File: src/rtl/decode_pkg.sv
// Shared encodings for the pipelined instruction decoder: ALU op codes,
// R-type func codes, I-type op codes and the intake FSM state.
package decode_pkg;

  localparam logic [3:0] ALU_ADD  = 4'b0001;
  localparam logic [3:0] ALU_SUB  = 4'b0010;
  localparam logic [3:0] ALU_AND  = 4'b0011;
  localparam logic [3:0] ALU_OR   = 4'b0100;
  localparam logic [3:0] ALU_PASS = 4'b1000;
  localparam logic [3:0] ALU_SHOW = 4'b1111;

  // R-type func codes, compared against the zero-extended func field
  localparam int FN_ADD  = 1;
  localparam int FN_SUB  = 2;
  localparam int FN_AND  = 3;
  localparam int FN_OR   = 4;
  localparam int FN_SHOW = 'h12;

  localparam logic [3:0] OP_LDI  = 4'h0;
  localparam logic [3:0] OP_ADDI = 4'h1;

  typedef enum logic {ST_RUN = 1'b0, ST_TRAP = 1'b1} state_t;

endpackage

File: src/rtl/decode_comb.sv
// Purely combinational field decoder: splits an instruction word into the
// ALU/register-file control bundle and flags unsupported encodings.
module decode_comb
  import decode_pkg::*;
#(
  parameter int  INSTR_W = 16,
  parameter int  REG_AW  = 3,
  localparam int IMM_W   = INSTR_W - 5 - REG_AW
) (
  input  logic [INSTR_W-1:0] instr,
  output logic [3:0]         alu_op,
  output logic [REG_AW-1:0]  addr1,
  output logic [REG_AW-1:0]  addr2,
  output logic [IMM_W-1:0]   imm,
  output logic               use_imm,
  output logic               write,
  output logic               show,
  output logic               illegal
);
  localparam int FUNC_W = INSTR_W - 1 - 2*REG_AW;

  logic [FUNC_W-1:0] func;
  logic [3:0]        op;

  assign func = instr[INSTR_W-2:2*REG_AW];
  assign op   = instr[INSTR_W-2 -: 4];

  always_comb begin
    alu_op  = '0;
    addr1   = '0;
    addr2   = '0;
    imm     = '0;
    use_imm = 1'b0;
    write   = 1'b0;
    show    = 1'b0;
    illegal = 1'b0;
    if (!instr[INSTR_W-1]) begin
      addr2 = instr[REG_AW-1:0];
      addr1 = instr[2*REG_AW-1:REG_AW];
      write = 1'b1;
      case (32'(func))
        FN_ADD:  alu_op = ALU_ADD;
        FN_SUB:  alu_op = ALU_SUB;
        FN_AND:  alu_op = ALU_AND;
        FN_OR:   alu_op = ALU_OR;
        FN_SHOW: begin alu_op = ALU_SHOW; show = 1'b1; write = 1'b0; end
        default: begin write = 1'b0; illegal = 1'b1; end
      endcase
    end else begin
      addr1   = instr[INSTR_W-6 -: REG_AW];
      imm     = instr[IMM_W-1:0];
      use_imm = 1'b1;
      write   = 1'b1;
      case (op)
        OP_LDI:  alu_op = ALU_PASS;
        OP_ADDI: alu_op = ALU_ADD;
        default: begin use_imm = 1'b0; write = 1'b0; imm = '0; illegal = 1'b1; end
      endcase
    end
  end

endmodule

File: src/rtl/instr_decode_pipe.sv
// Registered instruction decoder with valid/ready handshake and trap-on-illegal.
// Optional legal-instruction counter enabled by defining DECODE_STATS_EN.
module instr_decode_pipe
  import decode_pkg::*;
#(
  parameter int  INSTR_W = 16,
  parameter int  REG_AW  = 3,
  localparam int IMM_W   = INSTR_W - 5 - REG_AW
) (
  input  logic               clk,
  input  logic               rst_n,
  input  logic               in_valid,
  output logic               in_ready,
  input  logic [INSTR_W-1:0] in_instr,
  output logic               out_valid,
  input  logic               out_ready,
  output logic [3:0]         out_alu_op,
  output logic [REG_AW-1:0]  out_addr1,
  output logic [REG_AW-1:0]  out_addr2,
  output logic [IMM_W-1:0]   out_imm,
  output logic               out_use_imm,
  output logic               out_write,
  output logic               out_show,
  output logic               trap,
  output logic [INSTR_W-1:0] trap_instr,
  input  logic               trap_clr,
  output logic [15:0]        instr_count
);
  logic [3:0]        d_alu_op;
  logic [REG_AW-1:0] d_addr1, d_addr2;
  logic [IMM_W-1:0]  d_imm;
  logic              d_use_imm, d_write, d_show, d_illegal;
  state_t            state, state_nxt;
  logic              live, take, take_legal;

  decode_comb #(.INSTR_W(INSTR_W), .REG_AW(REG_AW)) u_dec (
    .instr   (in_instr),
    .alu_op  (d_alu_op),
    .addr1   (d_addr1),
    .addr2   (d_addr2),
    .imm     (d_imm),
    .use_imm (d_use_imm),
    .write   (d_write),
    .show    (d_show),
    .illegal (d_illegal)
  );

  // live keeps in_ready low while reset is held and until the first edge after
  assign in_ready   = live && (state == ST_RUN) && (!out_valid || out_ready);
  assign take       = in_valid && in_ready;
  assign take_legal = take && !d_illegal;
  assign trap       = (state == ST_TRAP);

  always_comb begin
    state_nxt = state;
    case (state)
      ST_RUN:  if (take && d_illegal) state_nxt = ST_TRAP;
      ST_TRAP: if (trap_clr)          state_nxt = ST_RUN;
      default: state_nxt = ST_RUN;
    endcase
  end

  always_ff @(posedge clk or negedge rst_n) begin
    if (!rst_n) begin
      state      <= ST_RUN;
      live       <= 1'b0;
      trap_instr <= '0;
    end else begin
      state <= state_nxt;
      live  <= 1'b1;
      if (take && d_illegal) trap_instr <= in_instr;
    end
  end

  // bundle loads only on a legal transfer; otherwise held until drained
  always_ff @(posedge clk or negedge rst_n) begin
    if (!rst_n) begin
      out_valid   <= 1'b0;
      out_alu_op  <= '0;
      out_addr1   <= '0;
      out_addr2   <= '0;
      out_imm     <= '0;
      out_use_imm <= 1'b0;
      out_write   <= 1'b0;
      out_show    <= 1'b0;
    end else if (take_legal) begin
      out_valid   <= 1'b1;
      out_alu_op  <= d_alu_op;
      out_addr1   <= d_addr1;
      out_addr2   <= d_addr2;
      out_imm     <= d_imm;
      out_use_imm <= d_use_imm;
      out_write   <= d_write;
      out_show    <= d_show;
    end else if (out_ready) begin
      out_valid <= 1'b0;
    end
  end

`ifdef DECODE_STATS_EN
  always_ff @(posedge clk or negedge rst_n) begin
    if (!rst_n)                                  instr_count <= '0;
    else if (take_legal && instr_count != 16'hFFFF) instr_count <= instr_count + 16'd1;
  end
`else
  assign instr_count = '0;
`endif

endmodule

File: config.mk
export PLATFORM = sky130hd
export DESIGN_NAME = instr_decode_pipe
export DESIGN_NICKNAME = d
export VERILOG_FILES = /design/src/rtl/decode_pkg.sv /design/src/rtl/decode_comb.sv /design/src/rtl/instr_decode_pipe.sv
export SDC_FILE = /design/constraint.sdc
export NUM_CORES = 1
export LEC_CHECK = 0
export CAP_MARGIN = 0
export CORE_AREA = 5 5 73 82
export DETAILED_ROUTE_END_ITERATION = 8
export DIE_AREA = 0 0 78 87
export PLACE_DENSITY = 0.81
export SETUP_SLACK_MARGIN = 0.05
export SLEW_MARGIN = 10
export SYNTH_ARGS = -nofsm -noshare
export SYNTH_HDL_FRONTEND = slang
export SYNTH_SLANG_ARGS = --single-unit
File: constraint.sdc
create_clock -name clk -period 1.7 [get_ports clk]
set_input_delay 0.34 -clock clk [delete_from_list [all_inputs] [get_ports clk]]
set_output_delay 0.34 -clock clk [all_outputs]
set_load 0.01 [all_outputs]
---- Word level (Yosys, flattened, before mapping) ----
Index checks and enable logic that the tools add are counted.
storage, ports and cells
  register bits after elaboration ......... 40
  bits of input ports ..................... 21
  output and inout port bits .............. 56
  logic and storage cells ................. 52
operators by class
  equality and inequality tests ........... 6
  muxes and demuxes ....................... 21
  bitwise logic cells ..................... 1
  reductions and logical operators ........ 13
operators by type and width
  cell                                                                    number
  4-bit case mux with 5 select lines                                      1
  9-bit by 2-bit equality test with 1-bit output (second input constant)  2
  8-bit two-way mux                                                       2
  1-bit two-way mux                                                       13
  9-bit by 1-bit equality test with 1-bit output (second input constant)  1
  9-bit by 3-bit equality test with 1-bit output (second input constant)  1
  9-bit by 5-bit equality test with 1-bit output (second input constant)  1
  4-bit case mux with 2 select lines                                      1
  3-bit two-way mux                                                       2
  1-bit logical AND                                                       5
  5-bit OR reduction                                                      1
  4-bit by 1-bit equality test with 1-bit output (second input constant)  1
  4-bit zero test                                                         1
  4-bit two-way mux                                                       1
  4-bit OR reduction                                                      1
  1-bit zero test                                                         2
  1-bit case mux with 2 select lines                                      1
  2-bit nonzero test                                                      1
  2-bit OR reduction                                                      1
  1-bit logical OR                                                        1
  1-bit NOT                                                               1

---- Logic depth before layout (Yosys ltp) ----
Gate-level depths: netlist of the first run.
  depth in word-level cells ............... 7
  depth in mapped cells ................... 8
  mapped depth without buffers ............ 5

---- Hierarchy ----
From an unflattened synthesis of the first run, not the netlist that was laid out.
second synthesis, totals
  cell total of the unflattened synthesis .. 149
  area, all modules ....................... 1,985.7 µm²
modules (own cells, without submodules)
  module             times used  cells an instance  area each (µm²)
  instr_decode_pipe  1           107                1,696.6
  decode_comb        1           42                 289.0

---- Worst setup path before layout of the first run ----
Ideal clock, no wire load.
  kind .................................... register to register
  start ................................... reg out_valid
  end ..................................... reg trap_instr[10]
  library setup time ...................... 0.125 ns
  arrival time ............................ 1.777 ns
  slack ................................... -0.202 ns
  stages on the path, launching flop included .. 8
  path buffers ............................ 2
  period minus slack after synthesis ...... 1.902 ns
  cells stage by stage .................... dfrtp_1 -> nand2b_1 -> and3_1 -> nand2_1 -> or3_1 -> buf_6 -> buf_6 -> mux2_4
between the ends
  word-level cells in the longest chain between the ends .. 5
RTL lines
  item                    line                     text
  from (decl)             instr_decode_pipe.sv:15  output logic out_valid,
  from (signal assigned)  instr_decode_pipe.sv:78  out_valid <= 1'b0;
  from (signal assigned)  instr_decode_pipe.sv:87  out_valid <= 1'b1;
  from (signal assigned)  instr_decode_pipe.sv:96  out_valid <= 1'b0;
  1-bit zero test         instr_decode_pipe.sv:49  assign in_ready = live && (state == ST_RUN) && (!out_valid || out_ready);
  1-bit logical OR        instr_decode_pipe.sv:49
  1-bit logical AND       instr_decode_pipe.sv:49
  via in_ready            instr_decode_pipe.sv:13  output logic in_ready,
  1-bit logical AND       instr_decode_pipe.sv:50  assign take = in_valid && in_ready;
  1-bit logical AND       instr_decode_pipe.sv:71  if (take && d_illegal) trap_instr <= in_instr;
  to (signal assigned)    instr_decode_pipe.sv:71
  to (decl)               instr_decode_pipe.sv:25  output logic [INSTR_W-1:0] trap_instr,
The timed path passes the listed nets, and every way through them passes these cells.
A chain may end at the register's enable or synchronous reset.

---- Worst setup path after layout of the first run ----
  start ................................... in in_instr[10]
  end ..................................... reg trap_instr[8]
between the ends
  word-level cells in the longest chain between the ends .. 5
RTL lines
  item                                                                    line                     text
  from (decl)                                                             instr_decode_pipe.sv:14  input logic [INSTR_W-1:0] in_instr,
  9-bit by 1-bit equality test with 1-bit output (tied with other cells)  decode_comb.sv:41        case (32'(func))
  5-bit OR reduction (no line) *                                          --
  1-bit two-way mux *                                                     decode_comb.sv:41
  1-bit two-way mux *                                                     decode_comb.sv:37        if (!instr[INSTR_W-1]) begin
  1-bit logical AND *                                                     instr_decode_pipe.sv:71
Every way passes the cells marked *; elsewhere a longest branch is shown, timed or not.

==> results of run 1 <==
## worst register-to-register path, cell delays in order (launching register included)
cell      delay, ns
dfrtp_1        0.41
nand2b_4       0.08
and3_4         0.19
nand2_4        0.05
or3_4          0.40
buf_6          0.16
mux2_4         0.29
## kinds of logic after synthesis
| kind of cell | Yosys count | share of synthesized area, % |
|---|---|---|
| AOI/OAI and AO/OA | 31 | 13.06 |
| muxes | 21 | 13.93 |
| and+or+nand+nor | 31 | 9.220 |
| DFF | 40 | 53.84 |
| buffers and inverters | 25 | 9.556 |
| other | 2 | 0.4039 |
## cell usage in the layout (no fill, tap or decap), drive strengths merged, types with 6 or more instances in the layout
cell / instances
nand2: 7
dfrtp: 40
mux2: 21
clkdlybuf4s50: 47
dlygate4sd2: 6
conb: 17
clkbuf: 12
buf: 35
a22o: 13
o21ai: 7
## worst paths after layout
path                       slack (ns)  cells after the start            end         start
max reg2reg                      0.01                      6  trap_instr[8]     out_valid
min in group clk                 0.41                      2  trap_instr[8]   in_instr[8]
min reg2reg                      0.49                      1    out_use_imm   out_use_imm
min                              0.03                      1           live         rst_n
max in group asynchronous        1.13                      2  out_alu_op[3]         rst_n
max                            -0.009                      7  trap_instr[8]  in_instr[10]
## metal layers
| metal | GRT usage, % | up-vias | wire [um] |
|---|---|---|---|
| met5 | 0 | - | 0 |
| met4 | 3.687 | 0 | 72 |
| met3 | 4.865 | 9 | 408 |
| met2 | 26.58 | 61 | 2666 |
| met1 | 19.59 | 750 | 2182 |
| li1 | - | 690 | - |
## metrics by stage
| stage | util, % | std cells | worst slack (ns) | hold slack [ns] |
|---|---|---|---|---|
| 2_1_floorplan | - | 165 | -0.1096 | 0.04441 |
| 3_3_place_gp | 51.85 | 290 | -0.5845 | 0.3537 |
| 3_5_place_dp | 51.85 | 290 | -0.6353 | 0.3525 |
| 4_1_cts | 56.10 | 302 | -0.02910 | 0.03848 |
| 5_1_grt | 57.36 | 304 | -0.06056 | 0.07408 |
| 6_report | 57.36 | 304 | -0.009488 | 0.02809 |
## final cells by class
class	instances	area (sq um)
fillers	428	2196
repair buffers	94	885.9
multi-input cells	100	894.6
clock buffers	8	90.09
inverters	2	7.507
flip-flops and latches	40	1001
well taps	60	75.07
## power by group through the flow
| stage | Sequential (mW) | Combinational (mW) | Clock (mW) |
|---|---|---|---|
| after floorplan | 1.30 | 0.272 | 0 |
| after global placement | 1.23 | 0.814 | 0 |
| after detailed placement | 1.24 | 0.829 | 0 |
| after CTS | 1.22 | 0.875 | 0.669 |
| after global routing | 1.25 | 0.955 | 0.702 |
| final | 1.23 | 0.896 | 0.652 |
## repair_timing
| item | CTS | global route |
|---|---|---|
| gates cloned | 1 | 0 |
| setup endpoints to repair | 38 | 36 |
| resized for setup | 32 | 25 |
| pin swaps | 4 | 12 |
| buffers inserted | 3 | 2 |
## synth_stat cells, types with 3 or more instances
cell       n
mux2_4     6
mux2_1    12
dfrtp_1   40
nand2_1    7
nor2b_1    3
nor2_1     4
mux2_2     3
nand2b_1   3
a22o_1    13
nor3_1     4
buf_4     18
o21ai_0    4
a21o_1     3
## sequential cells by signal, summed over array words and instances, names as in the netlist
name         count
live             1
out_addr1        3
out_addr2        3
out_alu_op       4
out_imm          8
out_show         1
out_use_imm      1
out_valid        1
out_write        1
trap             1
trap_instr      16
==> metrics.txt, run 1 <==
die width=78 um; Synth async-reset ratio=100.0%; Final Power=2.775 mW; Detailed Place HPWL=3715 um; pin count of the biggest net entering global routing=26; P_sw=763.0 uW; Slew Viols, Final=0; Final #Nets=264; routed len/inst=17.53 um; vias in the first global route=1633; worst stage delay on the critical path=0.37 ns; final instance area=0.002954 sq mm; CP arrival=1.89 ns; CP Class=input port to register; Slew @ Worst Pin=0.5494 ns; clock share of power=23.5%; DRT iter0 DRCs=71; cts hold-fix bufs=0; Tcrit/Tclk final=100.6%; synthesized cell area=0.001859 sq mm; antenna viol nets, final=0; status=finished with violations; critical path fanouts, max=7; Total GRT Usage=15.69%; routability cong.=0.9310; CTS Buf Count=5; Die H=87 um; area share of the largest cell type after synthesis=53.84%; # H-tree levels=2; clock buffer depth=2; setup violators final=4; Final WS setup=-0.009488 ns; Routed WL=5330 um; Placement Cell Area=0.002670 sq mm; Worst Path Required=1.88 ns; violated checks=setup timing; Yosys Warn Count=0; highest clock rate=0.5850 GHz; setup TNS=-0.02340 ns; Cells after Synth=150; Setup crit end kind=register; clk slew on worst S/H paths=0.08 ns; DRC=0; Avg Vias per Cell=4.967; number of antenna violations at the first check in global routing=0; Area growth syn-to-layout=58.88%; Detailed Routing Iterations Pass 1=4; CORE AREA=0.005150 sq mm; Yosys cell types=34; worst vdd ir=0.5767 mV; crit path launch type=input port; Static Leak=1.421 nW; count of final hold-check violations=0; global-route wire length before repair=8404 um; Most used DFF post-synth=dfrtp_1; critical path, cell by cell=clkdlybuf4s18_2, nor2_1, a21oi_2, a21oi_4, or3_4, buf_6, mux2_4; crit path max-delay cell type=or3_4; Tmin final=1.709 ns; io pins=77; FF+latch count, synth=40; Max Cap Violations=0; Setup Skew=0.004863 ns; sw frac=27.50%; share of post-route cells with drive strength above 1=34.84%; Synth area leaders=dfrtp_1 54%, buf_4 7.3%, mux2_1 7.3%, a22o_1 6.1%, mux2_4 4.8%; Rel. slew slack=63.38%; Synth area leader=dfrtp_1; die area=0.006786 sq mm; syn avg cell area=12.40 sq um; internal power=2.012 mW; RSZ-0062 raised after global routing=true; Comb power frac=32.3%; global route overflow=0; port bufs=60; pwr dens=939.3 mW/mm^2; Clock Tree Root=clkbuf_8; crit path buf inv count=2; Initial Utilization=36.10%; CTS sink count=40; CTS tree=done; DR vias=1510; Seq pwr share=44.2%; diode count=0; crit-path leading delay family=simple AND/OR/NAND/NOR gates; HP Class=input port to async pin; register area share after synthesis=53.84%; Rows=28; Clock Latency Late Sink=0.29 ns; Post-synth EDFFs=0
Note: power is estimated with default switching activity, not from simulation.
==> run 2: changes to the inputs <==
--- a/config.mk
+++ b/config.mk
@@ -6,12 +6,13 @@
 export NUM_CORES = 1
 export LEC_CHECK = 0
 export CAP_MARGIN = 0
-export CORE_AREA = 5 5 73 82
+export CORE_AREA = 5 5 75 83
 export DETAILED_ROUTE_END_ITERATION = 8
-export DIE_AREA = 0 0 78 87
-export PLACE_DENSITY = 0.81
+export DIE_AREA = 0 0 80 88
+export PLACE_DENSITY = 0.82
 export SETUP_SLACK_MARGIN = 0.05
 export SLEW_MARGIN = 10
 export SYNTH_ARGS = -nofsm -noshare
 export SYNTH_HDL_FRONTEND = slang
+export SYNTH_HIERARCHICAL = 1
 export SYNTH_SLANG_ARGS = --single-unit
==> metrics.txt, run 2 <==
Cells after Synth=149 (-0.67%); status=finished with violations; Worst Path Required=1.88 ns (about the same); routed len/inst=16.10 um (-8.2%); Final #Nets=260 (-1.5%); io pins=77 (unchanged); global-route wire length before repair=7596 um (-9.6%); highest clock rate=0.4856 GHz (-17%); # H-tree levels=2 (unchanged); crit path buf inv count=2 (unchanged); Post-Route Utilization=58.44% (+1.1 points); Max Cap Violations=0 (unchanged); DRC=0 (unchanged); Most used DFF post-synth=dfrtp_1; DR vias=1422 (-5.8%); most frequent cells in the layout=48 x clkdlybuf4s50_1, 40 x dfrtp_1, 37 x mux2_4; crit path max-delay cell type=or4_4; critical path, cell by cell=buf_6, or4_4, nor3_4, a21oi_2, nand2b_4, nor4b_4, buf_6, mux2_4; Total GRT Usage=14.19% (-1.5 points); diode count=0 (unchanged); FF+latch count, synth=40 (unchanged); most numerous cell in the Yosys netlist=dfrtp_1; Slew Viols, Final=0 (unchanged); Static Leak=1.449 nW (+2.0%); Die H=88 um (+1.1%); Tmin final=2.059 ns (+0.3499 ns); die width=80 um (+2.6%); CTS sink count=40 (unchanged); count of final hold-check violations=0 (unchanged); final instance area=0.003112 sq mm (+5.3%); RSZ-0062 raised after global routing=true; antenna viol nets, final=0 (unchanged); register area share after synthesis=50.41% (-3.4 points); CP Class=input port to register; Final WS setup=-0.3594 ns (-0.3499 ns); worst vdd ir=0.5575 mV (-3.3%); Post-synth EDFFs=0 (unchanged); Synth async-reset ratio=100.0% (unchanged); Detailed Place HPWL=3605 um (-3.0%); critical path fanouts, max=8 (+1); FF+latch area=0.001001 sq mm (unchanged); Largest regs=trap_instr x16, out_imm x8, out_alu_op x4; Avg Vias per Cell=4.514 (-9.1%); vias in the first global route=1503 (-8.0%); synthesized cell area=0.001986 sq mm (+6.8%); crit path launch type=input port; Detailed Routing Iterations Pass 1=4 (unchanged); global route overflow=0 (unchanged); Initial Utilization=37.29% (+1.2 points); crit-path leading delay family=simple AND/OR/NAND/NOR gates; multi-input logic area=0.001050 sq mm (+17%); CORE AREA=0.005325 sq mm (+3.4%); routability cong.=0.8256 (-11%); commonest non-fill, non-tap cell in the layout=clkdlybuf4s50_1; pwr dens=869.5 mW/mm^2 (-7.4%); clock buffer depth=2 (unchanged); Area growth syn-to-layout=56.71%; CP arrival=2.24 ns (+0.35 ns); Commonest cells post-synth=40 x dfrtp_1, 30 x mux2_2, 16 x buf_4; Synth area leader=dfrtp_1; setup violators final=38 (+34); Clock Latency Late Sink=0.30 ns (about the same); CTS Buf Count=5 (unchanged); clk slew on worst S/H paths=0.08 ns (about the same); most frequent CP cell=buf_6; port bufs=60 (unchanged); Synth area leaders=dfrtp_1 50%, mux2_2 17%, mux2_4 6.8%, buf_4 6.0%, and2_1 2.5%; Clock Tree Root=clkbuf_8; Largest Register=trap_instr; share of post-route cells with drive strength above 1=42.92% (+8.1 points); worst stage delay on the critical path=0.56 ns (+0.19 ns); Rows=28 (unchanged); CTS tree=done; Routed WL=5070 um (-4.9%); HP Class=input port to register; violated checks=setup timing; Placement Cell Area=0.002840 sq mm (+6.4%); DRT iter0 DRCs=42 (-41%); Filler cells=441 (+3.0%); area share of the largest cell type after synthesis=50.41% (-3.4 points); Final Power=2.706 mW (-2.5%); die area=0.007040 sq mm (+3.7%); syn avg cell area=13.33 sq um (+7.5%); Tcrit/Tclk final=121.1% (+21 points); Setup crit end kind=register; max reg flops=16 (unchanged); Yosys Warn Count=6 (+6); pin count of the biggest net entering global routing=23 (-12%); Yosys cell types=33 (-2.9%); Setup Skew=0.005868 ns (+0.001004 ns); number of antenna violations at the first check in global routing=0 (unchanged)
-- run 2: path summary, 6_finish.rpt --
kind	start	endpoint	slack, ns	cells past startpoint
worst max-delay path	in_instr[14]	out_addr1[1]	-0.36	8
worst min-delay path	in_instr[7]	trap_instr[7]	0.29	2
worst max register to register	out_valid	out_addr1[1]	0.02	5
worst min register to register	trap_instr[3]	trap_instr[3]	0.52	1
max in group asynchronous	rst_n	trap_instr[10]	0.67	3
min in group asynchronous	rst_n	trap_instr[11]	0.54	2
-- run 2: worst reg2reg max path, stage by stage (launching register included) --
cell and delay, ns:
dfrtp_1 0.38, nor2b_4 0.13, buf_4 0.15, nor4b_4 0.38, buf_6 0.22, mux2_4 0.32
-- run 2: layout make-up --
type,instances,area share [%]
Clock buffer,5,2.212
Clock inverter,3,1.367
Inverter,1,0.1206
Multi-Input combinational cell,101,33.74
Sequential cell,40,32.17
Tap cell,75,3.016
Timing Repair Buffer,90,27.38
-- run 2: kinds of logic (layout without fill, tap and decap cells) --
family                 after synthesis  count (layout)  share of synthesized area (%)
DFF                                 40              40                          50.41
and+or+nand+nor                     35              35                          13.74
AOI/OAI and AO/OA                    9               9                          3.088
other                                2              17                         0.3782
buffers and inverters               23              99                          8.002
muxes                               40              40                          24.39
-- run 2: metrics by stage --
stage | setup TNS, ns | hold slack [ns] | worst slack [ns] | cells
after floorplan | -18.18 | 0.04441 | -0.5376 | 164
after global placement | -36.23 | 0.3182 | -1.002 | 303
after detailed placement | -38.52 | 0.3230 | -1.056 | 303
after CTS | -17.33 | 0.3517 | -0.4746 | 315
after global routing | -12.64 | 0.2799 | -0.4069 | 315
final | -10.57 | 0.2915 | -0.3594 | 315
-- run 2: where the power goes --
part / total [mW] / internal (mW) / switching, mW / leakage (nW)
logic: 0.774 / 0.493 / 0.281 / 0.880
clock network: 0.778 / 0.434 / 0.343 / 0.0541
registers: 1.15 / 1.08 / 0.0756 / 0.515
total: 2.71 / 2.01 / 0.700 / 1.45
-- run 2: per-layer routing --
metal  vias to the layer above  global-route usage [%]  wire, um
met2                        50                   24.10      2570
met3                         5                   4.835       374
met4                         0                   4.147        55
met5                         -                       0         0
met1                       706                   17.09      2070
li1                        661                       -         -
-- run 2: repair_timing --
item	4_1_cts	5_1_grt
cloned	0	0
hold buffers	1	0
endpoints found under the setup margin	40	39
hold endpoints to repair	14	0
buffers inserted	3	3
pin swaps	6	6
gates resized for setup	47	32
==> run 3: changes to the inputs <==
--- a/config.mk
+++ b/config.mk
@@ -6,10 +6,10 @@
 export NUM_CORES = 1
 export LEC_CHECK = 0
 export CAP_MARGIN = 0
-export CORE_AREA = 5 5 75 83
+export CORE_AREA = 5 5 74 82
 export DETAILED_ROUTE_END_ITERATION = 8
-export DIE_AREA = 0 0 80 88
-export PLACE_DENSITY = 0.82
+export DIE_AREA = 0 0 79 87
+export PLACE_DENSITY = 0.8
 export SETUP_SLACK_MARGIN = 0.05
 export SLEW_MARGIN = 10
 export SYNTH_ARGS = -nofsm -noshare
==> constraint.sdc (replaced) <==
create_clock -name clk -period 2.3 [get_ports clk]
set_input_delay 0.46 -clock clk [delete_from_list [all_inputs] [get_ports clk]]
set_output_delay 0.46 -clock clk [all_outputs]
set_load 0.01 [all_outputs]
==> metrics.txt, run 3 (same netlist as run 2, synthesis figures left out) <==
CP Class=input port to register; Initial Utilization=38.04% (+0.75 points); CTS tree=done; CTS sink count=40 (unchanged); Largest Register=trap_instr; Max Cap Violations=0 (unchanged); clock share of power=25.4% (-3.3 points); highest clock rate=0.4416 GHz; Avg Vias per Cell=4.780 (+5.9%); global-route wire length before repair=7769 um (+2.3%); setup violators final=0 (-100%); vias in the first global route=1563 (+4.0%); critical path fanouts, max=6 (-2); die width=79 um (-1.3%); sw frac=26.03% (+0.16 points); die area=0.006873 sq mm (-2.4%); Final Power=1.885 mW (-30%); Routed WL=4959 um (-2.2%); RSZ-0062 raised after global routing=true; pin count of the biggest net entering global routing=24 (+4.3%); pwr dens=624.3 mW/mm^2 (-28%); Filler cells=418 (-5.2%); Area growth syn-to-layout=52.05%; Seq pwr share=45.5% (+2.8 points); DRT iter0 DRCs=19 (-55%); max reg flops=16 (unchanged); io pins=77 (unchanged); clock buffer depth=2 (unchanged); worst vdd ir=0.3351 mV (-40%); internal power=1.394 mW (-30%); Final #Nets=260 (unchanged); share of post-route cells with drive strength above 1=40.00% (-2.9 points); multi-input logic area=0.001018 sq mm (-3.0%); worst hold slack=0.08702 ns (-0.2045 ns); Worst Path Required=2.48 ns (+0.60 ns); CTS Buf Count=5 (unchanged); count of final hold-check violations=0 (unchanged); Tcrit/Tclk final=98.46%; port bufs=60 (unchanged); DR vias=1434 (+0.84%); Setup Skew=0.002564 ns (-0.003303 ns); number of antenna violations at the first check in global routing=0 (unchanged); clk slew on worst S/H paths=0.07 ns (about the same); routability cong.=0.8253 (about the same); # H-tree levels=2 (unchanged); Die H=87 um (-1.1%); antenna viol nets, final=0 (unchanged); routed len/inst=16.53 um (+2.7%); Detailed Place HPWL=3639 um (+0.95%); Static Leak=1.418 nW (-2.2%); Slew Viols, Final=0 (unchanged); Rows=28 (unchanged); Largest regs=trap_instr x16, out_imm x8, out_alu_op x4; Tmin final=2.265 ns; Clock Tree Root=clkbuf_8; Detailed Routing Iterations Pass 1=5 (+1); DRC=0 (unchanged); commonest non-fill, non-tap cell in the layout=clkdlybuf4s50_1; Total GRT Usage=14.68% (+0.49 points); Final WS setup=0.03539 ns (+0.3947 ns); CORE AREA=0.005220 sq mm (-2.0%); CP arrival=2.44 ns (+0.20 ns); Reg2Reg Depth=6 (+1); diode count=0 (unchanged); most frequent cells in the layout=49 x clkdlybuf4s50_1, 40 x dfrtp_1, 36 x mux2_4; crit path launch type=input port; HP Class=input port to async pin; Comb power frac=29.1% (+0.5 points); Clock Latency Late Sink=0.29 ns (about the same); Setup crit end kind=register; cts hold-fix bufs=0 (-1); status=finished clean; pre-CTS setup slack=-0.5657 ns (+0.4901 ns); P_sw=490.6 uW (-30%); FF+latch area=0.001001 sq mm (unchanged); global route overflow=0 (unchanged)
run 3: cell types whose count changed in the layout (fill, tap and decap cells not counted), moves of 2 or more:
cell	before	now
buf_6	9	4
buf_8	1	3
clkbuf_1	0	2
clkbuf_2	0	2
dlygate4sd2_1	0	2
run 3: through the flow:
stage	utilization (%)	area (sq um)	setup TNS [ns]	std cells
finish	57.84	3019	0	300
detailed placement	53.31	2783	-19.39	285
global placement	53.31	2783	-18.30	285
floorplan	-	2105	-0.8209	164
global route	57.84	3019	-0.2551	300
CTS	57.07	2979	0	298
run 3: repair_timing:
action / CTS / global route
endpoints found under the setup margin: 39 / 37
pin swaps: 5 / 6
cloned: 1 / 0
gates resized for setup: 43 / 16
setup buffers: 4 / 2
run 3: worst paths after layout:
kind / startpoint / to / slack (ns)
max: in_instr[12] / out_imm[7] / 0.04
min: rst_n / out_addr2[2] / 0.09
max reg2reg: out_valid / out_imm[7] / 0.64
min reg2reg: trap_instr[8] / trap_instr[8] / 0.51
max in group asynchronous: rst_n / trap_instr[3] / 1.56
min in group clk: in_instr[14] / trap_instr[14] / 0.50
run 3: worst max-delay path, stage by stage:
cell and delay (ns):
buf_6 0.09, or4_4 0.56, nor3_4 0.15, a21oi_2 0.08, nand2b_4 0.16, nor4b_4 0.31, buf_4 0.19, buf_8 0.13
mux2_4 0.30
run 3: routing by layer:
metal  global-route usage [%]  routed length (um)  up-vias
met2                    26.26                2548       56
met5                        0                   0        -
met4                    3.750                  53        0
met1                    17.29                2033      714
met3                    4.141                 324        5
li1                         -                   -      659
run 3: layout make-up:
cell class                      count  area share, %
Clock buffer                        8          2.984
Multi-Input combinational cell    101          33.73
Inverter                            1         0.1243
Timing Repair Buffer               90          27.52
Sequential cell                    40          33.15
Tap cell                           60          2.487
run 3: power groups by stage:
stage	combinational (mW)	sequential [mW]	clock, mW
CTS	0.534	0.858	0.488
floorplan	0.189	0.906	0
finish	0.548	0.858	0.478
detailed placement	0.519	0.869	0
global route	0.581	0.872	0.518
global placement	0.511	0.865	0
